File: src/rtl/seg7_time_display.sv
// seg7_time_display: scans a 4-digit, multiplexed, active-low 7-segment display as MM.SS.
// Binary seconds/minutes are snapshotted once per scan frame and converted to BCD.
// Each digit dwell opens with a short all-off gap to suppress ghosting.
// Optional macro SEG7_COLON_BLINK_EN: when defined, the digit-2 decimal point blinks
// with even snapshot seconds. When it is undefined, dp stays off.
module seg7_time_display #(
    parameter int REFRESH_DIV = 50000,
    parameter int BLANK_CYC   = 2
) (
    input  logic       clk,
    input  logic       reset,
    input  logic [5:0] seconds,
    input  logic [5:0] minutes,
    output logic [6:0] seg,
    output logic       dp,
    output logic [3:0] an,
    output logic       frame_start
);

    localparam int             PW        = $clog2(REFRESH_DIV);
    localparam logic [PW-1:0]  LAST      = PW'(REFRESH_DIV - 1);
    localparam logic [PW-1:0]  BLANK_LIM = PW'(BLANK_CYC);
    localparam logic [6:0]     SEG_OFF   = 7'h7F;
    localparam logic [6:0]     SEG_DASH  = 7'h3F;

    // Active-low glyphs for 0-9, bit 0 = segment a.
    function automatic logic [6:0] glyph(input logic [3:0] d);
        case (d)
            4'd0:    return 7'h40;
            4'd1:    return 7'h79;
            4'd2:    return 7'h24;
            4'd3:    return 7'h30;
            4'd4:    return 7'h19;
            4'd5:    return 7'h12;
            4'd6:    return 7'h02;
            4'd7:    return 7'h78;
            4'd8:    return 7'h00;
            4'd9:    return 7'h10;
            default: return SEG_OFF;
        endcase
    endfunction

    // Tens digit by comparison ladder; only meaningful for 0..59.
    function automatic logic [3:0] bcd_tens(input logic [5:0] v);
        if (v >= 6'd60)      return 4'd6;
        else if (v >= 6'd50) return 4'd5;
        else if (v >= 6'd40) return 4'd4;
        else if (v >= 6'd30) return 4'd3;
        else if (v >= 6'd20) return 4'd2;
        else if (v >= 6'd10) return 4'd1;
        else                 return 4'd0;
    endfunction

    function automatic logic [3:0] bcd_ones(input logic [5:0] v);
        return 4'(v - 6'd10 * {2'b00, bcd_tens(v)});
    endfunction

    // Stage 0: scan state and the per-frame snapshot.
    logic [PW-1:0] prescaler_p0;
    logic [1:0]    digit_sel_p0;
    logic [5:0]    snap_sec_p0;
    logic [5:0]    snap_min_p0;
    logic          vld_p0;

    logic wrap;
    logic snap_now;

    assign wrap     = (prescaler_p0 == LAST);
    assign snap_now = wrap && (digit_sel_p0 == 2'd3);

    // Advance the prescaler and digit select; latch the inputs at the end of digit 3.
    always_ff @(posedge clk or negedge reset) begin
        if (!reset) begin
            prescaler_p0 <= '0;
            digit_sel_p0 <= 2'd0;
            snap_sec_p0  <= 6'd0;
            snap_min_p0  <= 6'd0;
            vld_p0       <= 1'b0;
        end else begin
            if (wrap) begin
                prescaler_p0 <= '0;
                digit_sel_p0 <= digit_sel_p0 + 2'd1;
            end else begin
                prescaler_p0 <= prescaler_p0 + 1'b1;
            end
            vld_p0 <= snap_now;
            if (snap_now) begin
                snap_sec_p0 <= seconds;
                snap_min_p0 <= minutes;
            end
        end
    end

    logic [6:0] seg_d;
    logic [3:0] an_d;
    logic       dp_d;
    logic       blank;
    logic       sec_oor;
    logic       min_oor;

    assign blank   = (prescaler_p0 < BLANK_LIM);
    assign sec_oor = (snap_sec_p0 > 6'd59);
    assign min_oor = (snap_min_p0 > 6'd59);

    // Decode the selected digit of the snapshot into anode, segment and dp levels.
    always_comb begin
        seg_d = SEG_OFF;
        an_d  = 4'hF;
        dp_d  = 1'b1;
        if (!blank) begin
            an_d = ~(4'b0001 << digit_sel_p0);
            case (digit_sel_p0)
                2'd0:    seg_d = sec_oor ? SEG_DASH : glyph(bcd_ones(snap_sec_p0));
                2'd1:    seg_d = sec_oor ? SEG_DASH : glyph(bcd_tens(snap_sec_p0));
                2'd2:    seg_d = min_oor ? SEG_DASH : glyph(bcd_ones(snap_min_p0));
                default: seg_d = min_oor ? SEG_DASH : glyph(bcd_tens(snap_min_p0));
            endcase
`ifdef SEG7_COLON_BLINK_EN
            dp_d = !((digit_sel_p0 == 2'd2) && !snap_sec_p0[0] && !sec_oor);
`else
            dp_d = 1'b1;
`endif
        end
    end

    // Stage 1: registered display drive; frame_start lines up with digit 0's blank cycle.
    always_ff @(posedge clk or negedge reset) begin
        if (!reset) begin
            seg         <= SEG_OFF;
            an          <= 4'hF;
            dp          <= 1'b1;
            frame_start <= 1'b0;
        end else begin
            seg         <= seg_d;
            an          <= an_d;
            dp          <= dp_d;
            frame_start <= vld_p0;
        end
    end

endmodule

File: config.mk
export PLATFORM = sky130hd
export DESIGN_NAME = seg7_time_display
export DESIGN_NICKNAME = d
export VERILOG_FILES = /design/src/rtl/seg7_time_display.sv
export SDC_FILE = /design/constraint.sdc
export NUM_CORES = 1
export LEC_CHECK = 0
export BUFFER_PORTS_ARGS = -buffer_cell sky130_fd_sc_hd__buf_4
export CAP_MARGIN = 20
export CORE_MARGIN = 4
export CORE_UTILIZATION = 25
export CTS_BUF_LIST = sky130_fd_sc_hd__clkbuf_8
export CTS_CLUSTER_DIAMETER = 120
export CTS_CLUSTER_SIZE = 14
export DETAILED_ROUTE_END_ITERATION = 10
export MAX_ROUTING_LAYER = met4
export PLACE_DENSITY_LB_ADDON = 0.3
export RECOVER_POWER = 50
export SYNTH_ARGS = -nofsm -noshare
export SYNTH_HDL_FRONTEND = slang
export SYNTH_SLANG_ARGS = --single-unit
File: constraint.sdc
create_clock -name clk -period 4.6 [get_ports clk]
set_input_delay 0.23 -clock clk [delete_from_list [all_inputs] [get_ports clk]]
set_output_delay 0.23 -clock clk [all_outputs]
set_load 0.1 [all_outputs]
### Word level (Yosys, flattened, before mapping)

Memory sizes are Yosys's and may differ from the RTL's.
Cells that the tools add are included.

* bits in registers: 43
* bits in read-only memories: 448
* input bits: 14
* output and inout bits: 13
* memories kept: 4

* add/sub/neg operators: 4
* multipliers: 2
* magnitude comparators: 15
* equal/unequal tests: 4
* shift-type cells: 1
* muxes and demuxes: 28
* bitwise logic cells: 1
* reductions and logical operators: 3

Memories
* (no name shown): depth 16, bits a word 7, rd ports 1, clocked after memory_dff 0, wr ports 0, RTL line 28 `case (d)`
* (no name shown): depth 16, bits a word 7, rd ports 1, clocked after memory_dff 0, wr ports 0, RTL line 28
* (no name shown): depth 16, bits a word 7, rd ports 1, clocked after memory_dff 0, wr ports 0, RTL line 28
* (no name shown): depth 16, bits a word 7, rd ports 1, clocked after memory_dff 0, wr ports 0, RTL line 28

Operators by type and width (count)
* 4-bit two-way mux: 14
* 6-bit >= comparator, second input constant: 6
* 7-bit two-way mux: 5
* 6-bit by 5-bit >= comparator with 1-bit output, second input constant: 4
* 7-bit case mux with 3 select lines: 1
* 16-bit by 1-bit adder with 16-bit output, second input constant: 1
* 16-bit equality test, second input constant: 1
* 16-bit by 2-bit less-than comparator with 1-bit output, second input constant: 1
* 16-bit two-way mux: 1
* 6-bit by 4-bit >= comparator with 1-bit output, second input constant: 2
* 6-bit greater-than comparator, second input constant: 2
* 3-bit by 4-bit multiplier with 3-bit output, first input constant: 2
* 4-bit subtractor: 2
* 2-bit two-way mux: 3
* 3-bit two-way mux: 2
* 2-bit equality test, second input constant: 2
* 4-bit inverter: 1
* 1-bit by 2-bit left shift with 4-bit output, first input constant: 1
* 3-bit OR reduction: 1
* 2-bit by 1-bit adder with 2-bit output, second input constant: 1
* 2-bit by 1-bit equality test with 1-bit output, second input constant: 1
* 2-bit zero test: 1
* 1-bit two-way mux: 2
* 1-bit logical AND: 1

### Depth between registers and ports, before layout

An unclocked memory read counts as a cell.

* depth after elaboration: 15
* gate-level depth with buffers: 18

### Worst setup path after synthesis

OpenSTA, ideal clock, no wires.

* path type: reg2reg
* start: register snap_min_p0[5]
* end: register seg[5]
* library setup time: 82 ps
* arrival time: 3298 ps
* required time: 4518 ps
* setup slack: 1220 ps
* cell stages (with the launch flop): 18
* buffers on the path: 2
* clock period less this slack: 3380 ps
* path through: dfrtp_1 > clkbuf_1 > inv_1 > nand2_1 > o21ai_0 > nor2_1 > o211ai_1 > o21a_1 > inv_1 > ha_1 > fa_1 > or3_1 > o211ai_1 > buf_2 > mux2i_1 > o22a_1 > nor4_1 > nor3_1

* longest elaborated chain between the ends: 15
* elaborated cells on any way between the ends: 25
* those cells by class: add/sub (1); mul (1); order compare (7); mux (14); memory (2)

Ends and longest elaborated chain
* from (decl): RTL line 62 `logic [5:0] snap_min_p0;`
* from (signal assigned): RTL line 89 `snap_min_p0 <= minutes;`
* 6-bit by 4-bit >= comparator with 1-bit output: RTL line 50 `else if (v >= 6'd10) return 4'd1;`
* 1-bit two-way mux: RTL line 50
* 2-bit two-way mux: RTL line 49 `else if (v >= 6'd20) return 4'd2;`
* 4-bit two-way mux: RTL line 48 `else if (v >= 6'd30) return 4'd3;`
* 4-bit two-way mux: RTL line 47 `else if (v >= 6'd40) return 4'd4;`
* 4-bit two-way mux: RTL line 46 `else if (v >= 6'd50) return 4'd5;`
* 4-bit two-way mux: RTL line 45 `if (v >= 6'd60) return 4'd6;`
* 4-bit two-way mux: RTL line 112 `case (digit_sel_p0)`
* 4-bit two-way mux: RTL line 110 `if (!blank) begin`
* 3-bit by 4-bit multiplier with 3-bit output: RTL line 55 `return 4'(v - 6'd10 * {2'b00, bcd_tens(v)});`
* 4-bit subtractor: RTL line 55
* memory 16 x 7 bit
* 7-bit two-way mux: RTL line 115 `2'd2: seg_d = min_oor ? SEG_DASH : glyph(bcd_ones(snap_min_p0));`
* 7-bit case mux with 3 select lines (*): RTL line 112
* 7-bit two-way mux (*): RTL line 110
* net seg_d[5]: RTL line 94 `logic [6:0] seg_d;`
* to (signal assigned): RTL line 134 `seg <= seg_d;`
* to (decl): RTL line 14 `output logic [6:0] seg,`

Mark *: on every way through the listed nets, which the timed path passes. The rest lies on a longest branch. The select of a mux whose other input is x is not followed.
A chain may end at the register's enable or synchronous reset.

### Worst setup path after layout

Ends and elaborated chain as after synthesis.

==> run_results.csv <==
group,metric,value,unit
run_status,status,"complete, but fails checks",
run_status,violations,"capacitance limit, slew limit",
worst_setup_path,max_stage_delay,0.52,ns
synthesis,synth_top_cell_by_area,"dfrtp_1",
synthesis,netlist.area_leader.share,25.0,%
detailed_routing,drt_pass1_iterations,5,
timing,hold_ws,0.164,ns
worst_setup_path,worstPathBufferInverterCount,3,
synthesis,yosys.cell_types.count,58,
floorplan,initial_core_util,25.5,%
global_routing,grt_max_degree,44,
clock_network,cts_tree,"built",
global_routing,grt_pass1_vias,2659,
floorplan,fp.dieW,121,um
worst_setup_path,cp.depth,16,
worst_setup_path,arrival,3.94,ns
place,globalplace.congestion,0.922,
worst_setup_path,rr_endpoint,"seg[5]",
timing,tns,0,ns
synthesis,synth.area.top_cells,"dfrtp_1 (25%), ha_1 (11%), dfstp_2 (9.0%)",
floorplan,coreArea,12600,um2
worst_setup_path,critPathTopFamily,"simple AND/OR/NAND/NOR gates",
global_routing,overflow,0,
synthesis,yosysWarnings,0,
place,numPortBuffers,25,
detailed_routing,routed_wl,7.72,mm
worst_setup_path,reg2reg_from,"snap_min_p0[5]",
flow_run,cap_violations,1,
timing,slew_headroom,-59.3,%
worst_setup_path,cp-start-kind,"register",
worst_setup_path,worst-path-max-fanout,14,
clock_network,cts.repair.resized,0,
finish,area_delta_synth_final,12.1,%
timing,worstMarginPinSlew,2.39,ns
worst_setup_path,path_class,"register to register",
synthesis,ys_seq_area_share,34.0,%
global_routing,grt_usage,11.2,%
synthesis,synth_area,3200,um2
timing,fin_crit_sh,81.3,%
worst_setup_path,r2r_setup_slack,0.86,ns
finish,num-nets-final,434,
worst_setup_path,endpoint_kind,"register",
synthesis,yosysMostFrequentCell,"nand2_1",
worst_setup_path,required,4.80,ns
timing,period_minus_slack,3.74,ns
synthesis,async_reset_ff_share,100,%
timing,setup_viol,0,
clock_network,clock_sinks,43,
synthesis,synth_seq_cells,43,
worst_setup_path,crit_chain,"inv_1 > nand2_1 > o21ai_0 > nor2_1 > o211ai_1 > o21a_1 > inv_1 > ha_1 > fa_1 > or3_1 > o211ai_1 > buf_4 > mux2i_1 > o22a_1 > nor4_1 > nor3_1",
detailed_routing,viasPerCell,4.82,
synthesis,synth-edff-count,0,
worst_setup_path,crit_end,"seg[5]",
clock_network,clock_path_buffers,2,
synthesis,synth_common_cells,"nand2_1 (43), o21ai_0 (42), dfrtp_1 (32), ha_1 (29), inv_1 (25)",
floorplan,die_h,121,um
detailed_routing,postRouteAntennaNets,0,
finish,layout-drive-gt1-share,13.1,%
clock_network,cts_root_buf,"clkbuf_8",
clock_network,clock_latency,0.30,ns
power,powerDensity,178,nW/um2
place,hpwl,5.77,mm
detailed_routing,post_drt_wl_per_cell,13.7,um
power,ir_drop,105,uV
finish,diodes,0,
clock_network,numCtsBuffers,5,
detailed_routing,drc,0,
worst_setup_path,worst_path_max_delay_cell,"dfrtp_1",
floorplan,dieArea,14700,um2
synthesis,syn_nets,421,
synthesis,avgSynthCellArea,8.52,um2
timing,hold_viol_final,0,
clock_network,h-tree-depth,2,
worst_setup_path,startpoint,"snap_min_p0[5]",
global_routing,antenna_found_initial,0,
floorplan,rows,41,
timing,rsz0062_at_grt,"no",
global_routing,grt_pass1_wl,13.2,mm
power,p_leak,1.57,nW
synthesis,synthesis.instances,376,
clock_network,clk_pin_slew,0.09,ns
timing,slew_violations,44,
detailed_routing,via_count,2710,
timing,timing.fmax,0.267,GHz
timing,finalClockSkew,0.0170,ns
worst_setup_path,rr_worst_depth,16,
detailed_routing,dr.first_iter.drc_count,179,
floorplan,pin_count,27,
synthesis,synth_ff_type,"dfrtp_1",
hold_path,hp-class,"input pin to register",
## metrics by stage
| step | area [um2] | worst slack [ns] | cells | utilization (%) | power, mW |
|---|---|---|---|---|---|
| finish | 3590 | 0.861 | 562 | 28.6 | 0.639 |
| global route | 3590 | 0.498 | 562 | 28.6 | 0.666 |
| CTS | 3610 | 0.884 | 562 | 28.7 | 0.649 |
| detailed placement | 3510 | 0.909 | 553 | 27.9 | 0.405 |
| global placement | 3510 | 1.01 | 553 | 27.9 | 0.405 |
| floorplan | 3200 | 1.22 | 376 | - | 0.390 |
## tightest hold or removal path, stage by stage
cell and delay, ns:
buf_4 0.08, nand3_1 0.06, o21ai_0 0.06
## repair_timing
action	4_1_cts	5_1_grt
hold buffers	1	0
setup buffers	0	0
hold endpoints to repair	32	0
## logic make-up (layout without fill, tap and decap cells)
kind of cell / after synthesis / count (layout) / share of synthesized area [%]
compound gates: 110 / 110 / 21.8
xor+xnor: 13 / 13 / 3.55
fa+ha+maj: 32 / 32 / 12.9
buf+inv: 46 / 60 / 6.17
flops: 43 / 43 / 34.0
mux: 7 / 7 / 2.46
other cells: 1 / 1 / 0.117
simple gates: 124 / 124 / 19.0
## power by group
group	switching [mW]	internal, mW	leakage (nW)
registers	0	0.378	0.491
logic	0.0125	0.00707	1.03
clock network	0.136	0.105	0.0493
## metal layers
layer | up-vias | wire length [um] | share of wire [%] | GRT usage, %
met1 | 1280 | 3960 | 51 | 16.1
li1 | 1354 | - | - | -
met3 | 6 | 310 | 4.0 | 1.86
met4 | 0 | 67 | 0.87 | 2.38
met5 | - | 0 | 0 | -
met2 | 70 | 3380 | 44 | 16.7
## worst min path at each step
| stage | start | cells after the start | endpoint |
|---|---|---|---|
| 3_5_place_dp | reset | 1 | prescaler_p0[13] |
| 4_1_cts | seconds[1] | 3 | snap_sec_p0[1] |
| 3_3_place_gp | reset | 1 | prescaler_p0[12] |
| 5_1_grt | seconds[5] | 3 | snap_sec_p0[5] |
| 6_report | seconds[3] | 3 | snap_sec_p0[3] |
| 2_1_floorplan | reset | 0 | digit_sel_p0[0] |
## final cells by class
type / count / area, um2
fill: 1348 / 8980
multi-input combinational: 287 / 1920
sequential: 43 / 1090
tap: 172 / 215
timing repair buffer: 27 / 190
inverter: 25 / 93.8
clock buffer: 5 / 68.8
clock inverter: 3 / 17.5
## state kept, by name (all words and copies together), names as in the netlist
name and count:
seg 7, snap_min_p0 6, frame_start 1, an 4, vld_p0 1, snap_sec_p0 6
prescaler_p0 16, digit_sel_p0 2
## cell usage in the layout, fill, tap and decap left out, types with 10 or more instances in the layout
cell     netlist  layout
nand2_1       43      43
o21ai_0       42      42
dfrtp_1       32      32
ha_1          29      29
inv_1         25      26
buf_4          1      22
a21oi_1       21      21
nand3_1       20      20
nor2_1        17      17
dfstp_2       11      11
nor3_1        10      10
(Power assumes the default switching activity.)
